## src/rtl/interp_col_buffer_pkg.sv

```systemverilog
// Shared constants and state encoding for the interpolation column transpose buffer.
package interp_col_buffer_pkg;

  localparam int SAMPLE_W  = 9;
  localparam int N_SAMPLES = 11;
  localparam int N_LINES   = 11;
  localparam int DATA_W    = SAMPLE_W * N_SAMPLES;

  typedef enum logic {
    FILL  = 1'b0,
    DRAIN = 1'b1
  } state_t;

  // Counter width able to hold n-1, never narrower than one bit.
  function automatic int cnt_width(input int n);
    return (n > 1) ? $clog2(n) : 1;
  endfunction

endpackage

```

## src/rtl/interp_col_buffer_col_select.sv

```systemverilog
// Per-row N_SAMPLES:1 sample selector: gathers column sel of the stored block, row 0 in the LSBs.
module interp_col_select #(
  parameter int SAMPLE_W  = interp_col_buffer_pkg::SAMPLE_W,
  parameter int N_SAMPLES = interp_col_buffer_pkg::N_SAMPLES,
  parameter int N_LINES   = interp_col_buffer_pkg::N_LINES,
  parameter int SEL_W     = interp_col_buffer_pkg::cnt_width(N_SAMPLES),
  localparam int DATA_W   = SAMPLE_W * N_SAMPLES
) (
  input  logic [DATA_W-1:0] rows [N_LINES],
  input  logic [SEL_W-1:0]  sel,
  output logic [DATA_W-1:0] col
);

  genvar gi;
  generate
    for (gi = 0; gi < N_LINES; gi++) begin : g_row
      logic [SAMPLE_W-1:0] pick;

      // Explicit compare chain so an out-of-range select yields zero rather than X.
      always_comb begin
        pick = '0;
        for (int si = 0; si < N_SAMPLES; si++) begin
          if (sel == SEL_W'(si)) begin
            pick = rows[gi][si*SAMPLE_W +: SAMPLE_W];
          end
        end
      end

      assign col[gi*SAMPLE_W +: SAMPLE_W] = pick;
    end
  endgenerate

endmodule

```

## src/rtl/interp_col_buffer.sv

```systemverilog
// Single-bank transpose buffer: collects N_LINES lines, then returns them column by column.
module interp_col_buffer #(
  parameter int SAMPLE_W  = interp_col_buffer_pkg::SAMPLE_W,
  parameter int N_SAMPLES = interp_col_buffer_pkg::N_SAMPLES,
  parameter int N_LINES   = interp_col_buffer_pkg::N_LINES,
  localparam int DATA_W   = SAMPLE_W * N_SAMPLES
) (
  input  logic              CLK,
  input  logic              RST,
  input  logic [DATA_W-1:0] LINE_IN,
  input  logic              LINE_VALID,
  output logic              LINE_READY,
  output logic [DATA_W-1:0] COL_OUT,
  output logic              COL_VALID,
  input  logic              COL_READY,
  output logic              COL_LAST
);

  import interp_col_buffer_pkg::*;

  localparam int WR_W = cnt_width(N_LINES);
  localparam int RD_W = cnt_width(N_SAMPLES);

  state_t            state_reg, state_next;
  logic [WR_W-1:0]   wr_cnt_reg, wr_cnt_next;
  logic [RD_W-1:0]   rd_cnt_reg, rd_cnt_next;
  logic              line_ready_reg;
  logic              col_valid_reg;
  logic              wr_en;
  logic              last_col;
  logic [DATA_W-1:0] rows_reg [N_LINES];
  logic [DATA_W-1:0] col_sel;

  assign last_col = (rd_cnt_reg == RD_W'(N_SAMPLES - 1));

  always_comb begin
    state_next  = state_reg;
    wr_cnt_next = wr_cnt_reg;
    rd_cnt_next = rd_cnt_reg;
    wr_en       = 1'b0;
    case (state_reg)
      FILL: begin
        if (LINE_VALID && line_ready_reg) begin
          wr_en = 1'b1;
          if (wr_cnt_reg == WR_W'(N_LINES - 1)) begin
            wr_cnt_next = '0;
            rd_cnt_next = '0;
            state_next  = DRAIN;
          end else begin
            wr_cnt_next = wr_cnt_reg + 1'b1;
          end
        end
      end
      DRAIN: begin
        if (col_valid_reg && COL_READY) begin
          if (last_col) begin
            rd_cnt_next = '0;
            state_next  = FILL;
          end else begin
            rd_cnt_next = rd_cnt_reg + 1'b1;
          end
        end
      end
      default: state_next = FILL;
    endcase
  end

  // Handshake flags follow the next state so they are registered, and LINE_READY
  // stays low for the first edge after reset release.
  always_ff @(posedge CLK or posedge RST) begin
    if (RST) begin
      state_reg      <= FILL;
      wr_cnt_reg     <= '0;
      rd_cnt_reg     <= '0;
      line_ready_reg <= 1'b0;
      col_valid_reg  <= 1'b0;
    end else begin
      state_reg      <= state_next;
      wr_cnt_reg     <= wr_cnt_next;
      rd_cnt_reg     <= rd_cnt_next;
      line_ready_reg <= (state_next == FILL);
      col_valid_reg  <= (state_next == DRAIN);
    end
  end

  genvar gi;
  generate
    for (gi = 0; gi < N_LINES; gi++) begin : g_store
      always_ff @(posedge CLK or posedge RST) begin
        if (RST) begin
          rows_reg[gi] <= '0;
        end else if (wr_en && (wr_cnt_reg == WR_W'(gi))) begin
          rows_reg[gi] <= LINE_IN;
        end
      end
    end
  endgenerate

  interp_col_select #(
    .SAMPLE_W  (SAMPLE_W),
    .N_SAMPLES (N_SAMPLES),
    .N_LINES   (N_LINES),
    .SEL_W     (RD_W)
  ) u_col_select (
    .rows (rows_reg),
    .sel  (rd_cnt_reg),
    .col  (col_sel)
  );

  assign LINE_READY = line_ready_reg;
  assign COL_VALID  = col_valid_reg;
  assign COL_OUT    = col_valid_reg ? col_sel : '0;
  assign COL_LAST   = col_valid_reg & last_col;

endmodule
```

## config.mk

```make
export PLATFORM = sky130hd
export DESIGN_NAME = interp_col_buffer
export DESIGN_NICKNAME = d
export VERILOG_FILES = /design/src/rtl/interp_col_buffer_pkg.sv /design/src/rtl/interp_col_buffer_col_select.sv /design/src/rtl/interp_col_buffer.sv
export SDC_FILE = /design/constraint.sdc
export NUM_CORES = 2
export LEC_CHECK = 0
export BUFFER_PORTS_ARGS = -buffer_cell sky130_fd_sc_hd__buf_4
export CAP_MARGIN = 10
export CORE_ASPECT_RATIO = 1.5
export CORE_MARGIN = 4
export CORE_UTILIZATION = 60
export DETAILED_ROUTE_END_ITERATION = 8
export PLACE_DENSITY = 0.78
export SKIP_LAST_GASP = 1
export SYNTH_ARGS = -nofsm -noshare
export SYNTH_HDL_FRONTEND = slang
export SYNTH_SLANG_ARGS = --single-unit
```

## constraint.sdc

```tcl
create_clock -name CLK -period 66.4 [get_ports CLK]
set_input_delay 3.32 -clock CLK [delete_from_list [all_inputs] [get_ports CLK]]
set_output_delay 3.32 -clock CLK [all_outputs]
set_load 0.01 [all_outputs]
```

======== Word level (Yosys, flattened, before mapping) ========
Index checks and enable logic that the tools add are counted.
storage, ports and cells
  register bits ........................... 1,099
  input bits .............................. 103
  output and inout bits ................... 102
  word-level logic and storage cells ...... 195
cells by class
  $add $sub $neg .......................... 2
  equality and inequality tests ........... 23
  muxes and demuxes ....................... 135
  bitwise operators ....................... 3
  reduce and logical (&&, ||, !) cells .... 17
operators with widths
  operator                                                         number
  9-bit two-way mux                                                121
  99-bit two-way mux                                               1
  4-bit by 3-bit == test with 1-bit output, second input constant  8
  4-bit == test, second input constant                             6
  4-bit two-way mux                                                5
  4-bit by 2-bit == test with 1-bit output, second input constant  4
  1-bit logical AND                                                13
  4-bit by 1-bit adder with 4-bit output, second input constant    2
  4-bit by 1-bit == test with 1-bit output, second input constant  2
  4-bit zero test                                                  2
  4-bit case mux with 2 select lines                               1
  1-bit two-way mux                                                6
  2-bit != test, second input constant                             2
  3-bit AND reduction                                              1
  2-bit by 1-bit != test with 1-bit output, second input constant  1
  1-bit NOT                                                        2
  1-bit case mux with 2 select lines                               1
  2-bit AND reduction                                              1
  1-bit bitwise AND                                                1

======== Longest topological paths before layout ========
  depth in word-level cells ............... 13
  mapped depth ............................ 9
  mapped depth without buffers ............ 5

======== By module ========
From an unflattened synthesis, not the netlist that was laid out.
unflattened totals
  cells, all modules ...................... 4,152
  area total of the unflattened synthesis .. 51,575.7 um^2
modules (own cells, without submodules)
  module             times used  cells each  area an instance (um^2)
  interp_col_buffer  1           2,579       41,917.7
  interp_col_select  1           1,573       9,658.0

======== Least setup slack after synthesis ========
No wires, ideal clock.
  path kind ............................... register to output
  start point ............................. register rd_cnt_reg[1]
  end point ............................... output COL_OUT[81]
  arrival time ............................ 1.841 ns
  required time ........................... 63.080 ns
  setup slack ............................. 61.239 ns
  stages on the path, launching flop included .. 8
  path buffers ............................ 2
  cell sequence ........................... dfrtp_1 > or2_2 > clkbuf_1 > nor2_2 > buf_2 > a22oi_1 > or3_1 > a21oi_1
between the ends
  word-level cells in the longest chain between the ends .. 13
RTL lines
  item                             RTL line                            source
  start, declared                  interp_col_buffer.sv:26             logic [RD_W-1:0] rd_cnt_reg, rd_cnt_next;
  start signal, assigned           interp_col_buffer.sv:80             rd_cnt_reg <= rd_cnt_next;
  4-bit zero test                  interp_col_buffer_col_select.sv:23  if (sel == SEL_W'(si)) begin
  9-bit two-way mux (10 in a row)  interp_col_buffer_col_select.sv:23
  9-bit two-way mux (*)            interp_col_buffer_col_select.sv:23
  99-bit two-way mux (*)           interp_col_buffer.sv:112            assign COL_OUT = col_valid_reg ? col_sel : '0;
  end, declared                    interp_col_buffer.sv:13             output logic [DATA_W-1:0] COL_OUT,
Mark *: on every way between the ends. The rest lies on a longest branch, timed or not.

======== Worst setup path after layout ========
  start point ............................. register rd_cnt_reg[0]
  end point ............................... output COL_OUT[11]
Same word-level chain as after synthesis.

==> run metrics <==
status=complete, no violations; Net Sw Frac=36.9%; drt via density=7.08; Worst path slowest cell=dfrtp_4; CP peak stage delay=0.89 ns; HPWL Detailed=110,000 um; Tmin final=9.00 ns; fill count=6,122; drt total wl=172,000 um; Cell Count, Final, Fillers Out=5,200; hold buffer count at cts=0; initial core utilization=60.6%; Worst setup EP type=primary output; CTS tree=yes; clock tree buffer depth=3; 1st-iter DRT viols=4,643; antenna violations before repair=13; Mean Syn Cell Area=12.6 um2; first-pass GRT wire length=249,000 um; 1st-pass router iterations=6; Post-Syn Nets=4,137; Worst Setup EP=COL_OUT[11]; share of layout cells above drive strength 1=39.3%; Netlist cell types=62; pin slew with the least headroom to its limit=1.42 ns; crit path launch=rd_cnt_reg[0]$_DFFE_PP0P_; internal power=1.80 mW; worst relative slew slack=4.97%; area grow syn2layout=9.88%; total setup buffers inserted after CTS=0; Reg area=27,500 um2; area of the multi-input gates=21,500 um2; # setup viols final=0; Seq/Total Area, Yosys=54.1%; Final Wtd Congestion=0.913; net load switching power=1.05 mW; Startpoint Class=register; post_cts resized=0; num rows=130; via count=36,800; number of global-route vias before repair=36,300; clock latency on the worst-skew pair=0.68 ns; period utilisation layout=13.6%; TritonCTS Sinks=1,099; num ports=205; leak pwr=24.7 nW; Largest register FFs=1,089; asr flop ratio synth=100%; Post-synth EDFFs=0; FF-to-FF path depth=6; Final #Nets=4,083; Critical Path AT=5.68 ns; Slew Viols, Final=0; grt ovf=0; Vert. Die Dim=364 um; worst hold path type=register to register; yosys warns=0; Pwr Density=51.1 nW/um2; RSZ-0062 raised after global routing=false; worst reg2reg endpoint=rows_reg[793]$_DFFE_PP0P_; Inserted Clock Buffers=98; critical path class=register to primary output; Max Clk Rate=0.111 GHz; All-Layer GR Usage=37.8%; Clock power frac=20.7%; Worst R2R Setup Slack=62.23 ns; core area=83,900 um2; worst reg2reg path startpoint=COL_VALID$_DFF_PP0_; final hold violation count=0; H-tree level count=3; Seq pwr share=40.7%; Max VDD drop=0.0412 mV; Required @ worst endpoint=63.08 ns; clk slew on worst S/H paths=0.07 ns; clock root cell=clkbuf_16; Wirelength per Cell=33.1 um; antenna violation net count after detailed routing=0; critical path peak fanout=62; die width=246 um; synthesized cell area=50,800 um2; number of synthesized register bits=1,099; part of the power in combinational logic=38.6%; most used cell, CP=buf_4; crit path cell chain=buf_4, nor2b_4, buf_4, buf_4, a32o_1, a221oi_1, a21boi_0, buf_4; largest net degree at the start of global routing=188; fin util=66.5%; DRC=0; dominant synthesized flop cell=dfrtp_1; placed cell count=5,002; Final Skew=0.0282 ns; Gate Count Post-Synth=4,034; Buffers on Ports=204; Max Cap Viol=0; total negative slack=0 ns; DIE AREA=89,500 um2
## cells in the mapped netlist, types with 4 or more instances
cell          n  area (um2)
a2111oi_0    14         123
a21boi_0      7        52.6
a21o_1       17         128
a21oi_1     267        1340
a221o_1      27         270
a221oi_1    108         946
a222oi_1     15         150
a22o_1       28         245
a22oi_1      59         443
a2bb2oi_1     5        43.8
a311o_1       7        70.1
a31oi_1       7        43.8
a32o_1        7        70.1
buf_1        24        90.1
buf_2       166         831
buf_4        16         120
buf_6         7        78.8
clkbuf_1    211         792
dfrtp_1    1099       27500
inv_1         6        22.5
mux2_1       10         113
mux2_2     1126       12700
mux2i_1      63         631
nand2_1      96         360
nand2_2       4        25.0
nand2b_1     11        68.8
nand3b_1     24         180
nor2_1      173         649
nor2_2        5        31.3
nor2b_1      18         113
nor3_1       16        80.1
o211ai_1     28         210
o21a_1        9        67.6
o21ai_0     171         856
o221a_2       5        56.3
o221ai_1      5        43.8
o22a_1        5        43.8
o22ai_1      33         206
o2bb2ai_1    41         359
o31ai_1      12        90.1
or3_1        50         313
## power by group through the flow
stage	logic, mW	registers, mW	clock network [mW]
floorplan	0.734	1.10	0
global placement	1.04	1.14	0
detailed placement	1.07	1.16	0
CTS	1.07	1.15	0.591
global route	1.16	1.19	0.618
finish	1.10	1.16	0.590
## cell usage in the layout, fill, tap and decap left out, types with 24 or more instances in the layout
master,netlist,final
nand2_1,96,93
dfrtp_1,1099,1094
clkbuf_16,0,99
a22oi_1,59,59
o22ai_1,33,33
a221o_1,27,27
a221oi_1,108,108
mux2_2,1126,1126
o2bb2ai_1,41,41
a21oi_1,267,267
mux2i_1,63,63
o211ai_1,28,28
buf_4,16,268
a22o_1,28,28
clkinv_2,0,24
nand3b_1,24,24
nor2_1,173,171
or3_1,50,50
o21ai_0,171,171
## per-layer routing
layer,global-route usage [%],part of all wire [%],vias to the layer above
li1,-,-,14700
met2,57.5,45,2412
met4,27.0,8.7,8
met5,0,0.033,-
met3,8.93,10,674
met1,47.8,35,19100
## worst min-delay path by stage
stage | from | endpoint | slack, ns | cells after the start
global placement | rows_reg[999]$_DFFE_PP0P_ | rows_reg[999]$_DFFE_PP0P_ | 0.46 | 1
finish | rows_reg[991]$_DFFE_PP0P_ | rows_reg[991]$_DFFE_PP0P_ | 0.49 | 1
CTS | rows_reg[991]$_DFFE_PP0P_ | rows_reg[991]$_DFFE_PP0P_ | 0.49 | 1
detailed placement | rows_reg[991]$_DFFE_PP0P_ | rows_reg[991]$_DFFE_PP0P_ | 0.48 | 1
global route | rows_reg[991]$_DFFE_PP0P_ | rows_reg[991]$_DFFE_PP0P_ | 0.50 | 1
floorplan | rows_reg[999]$_DFFE_PP0P_ | rows_reg[999]$_DFFE_PP0P_ | 0.45 | 1
## area by class of cell
type,count,share of cell area [%]
Clock inverter,38,0.773
Timing Repair Buffer,270,3.67
Tap cell,1122,2.51
Sequential cell,1099,49.3
Antenna cell,19,0.0851
Inverter,6,0.0583
Multi-Input combinational cell,2505,38.5
Clock buffer,141,5.11
## critical path: cells and delay by family, from the launching register on
kind / cells / cell delay, ns
buffers and inverters: 4 / 2.27
DFF: 1 / 0.89
AOI/OAI and AO/OA: 3 / 0.96
and+or+nand+nor: 1 / 0.80
## kinds of logic (layout without fill, tap and decap cells)
logic type,after synthesis,in the layout,synth area share (%)
mux,1200,1200,26.5
flops,1099,1099,54.1
compound gates,884,884,11.6
buf+inv,430,455,3.81
simple gates,419,419,3.96
xor+xnor,2,2,0.0345
other cells,0,19,0
## per-stage QoR
stage                     area [um2]  hold WS (ns)  worst slack [ns]  power, mW
after floorplan                50800         0.454             32.14       1.83
after global placement         52500         0.463             58.19       2.19
after detailed placement       52500         0.475             58.21       2.23
after CTS                      55800         0.489             57.47       2.81
after global routing           55800         0.495             57.35       2.96
final                          55800         0.486             57.40       2.85
(Power assumes the default switching activity.)
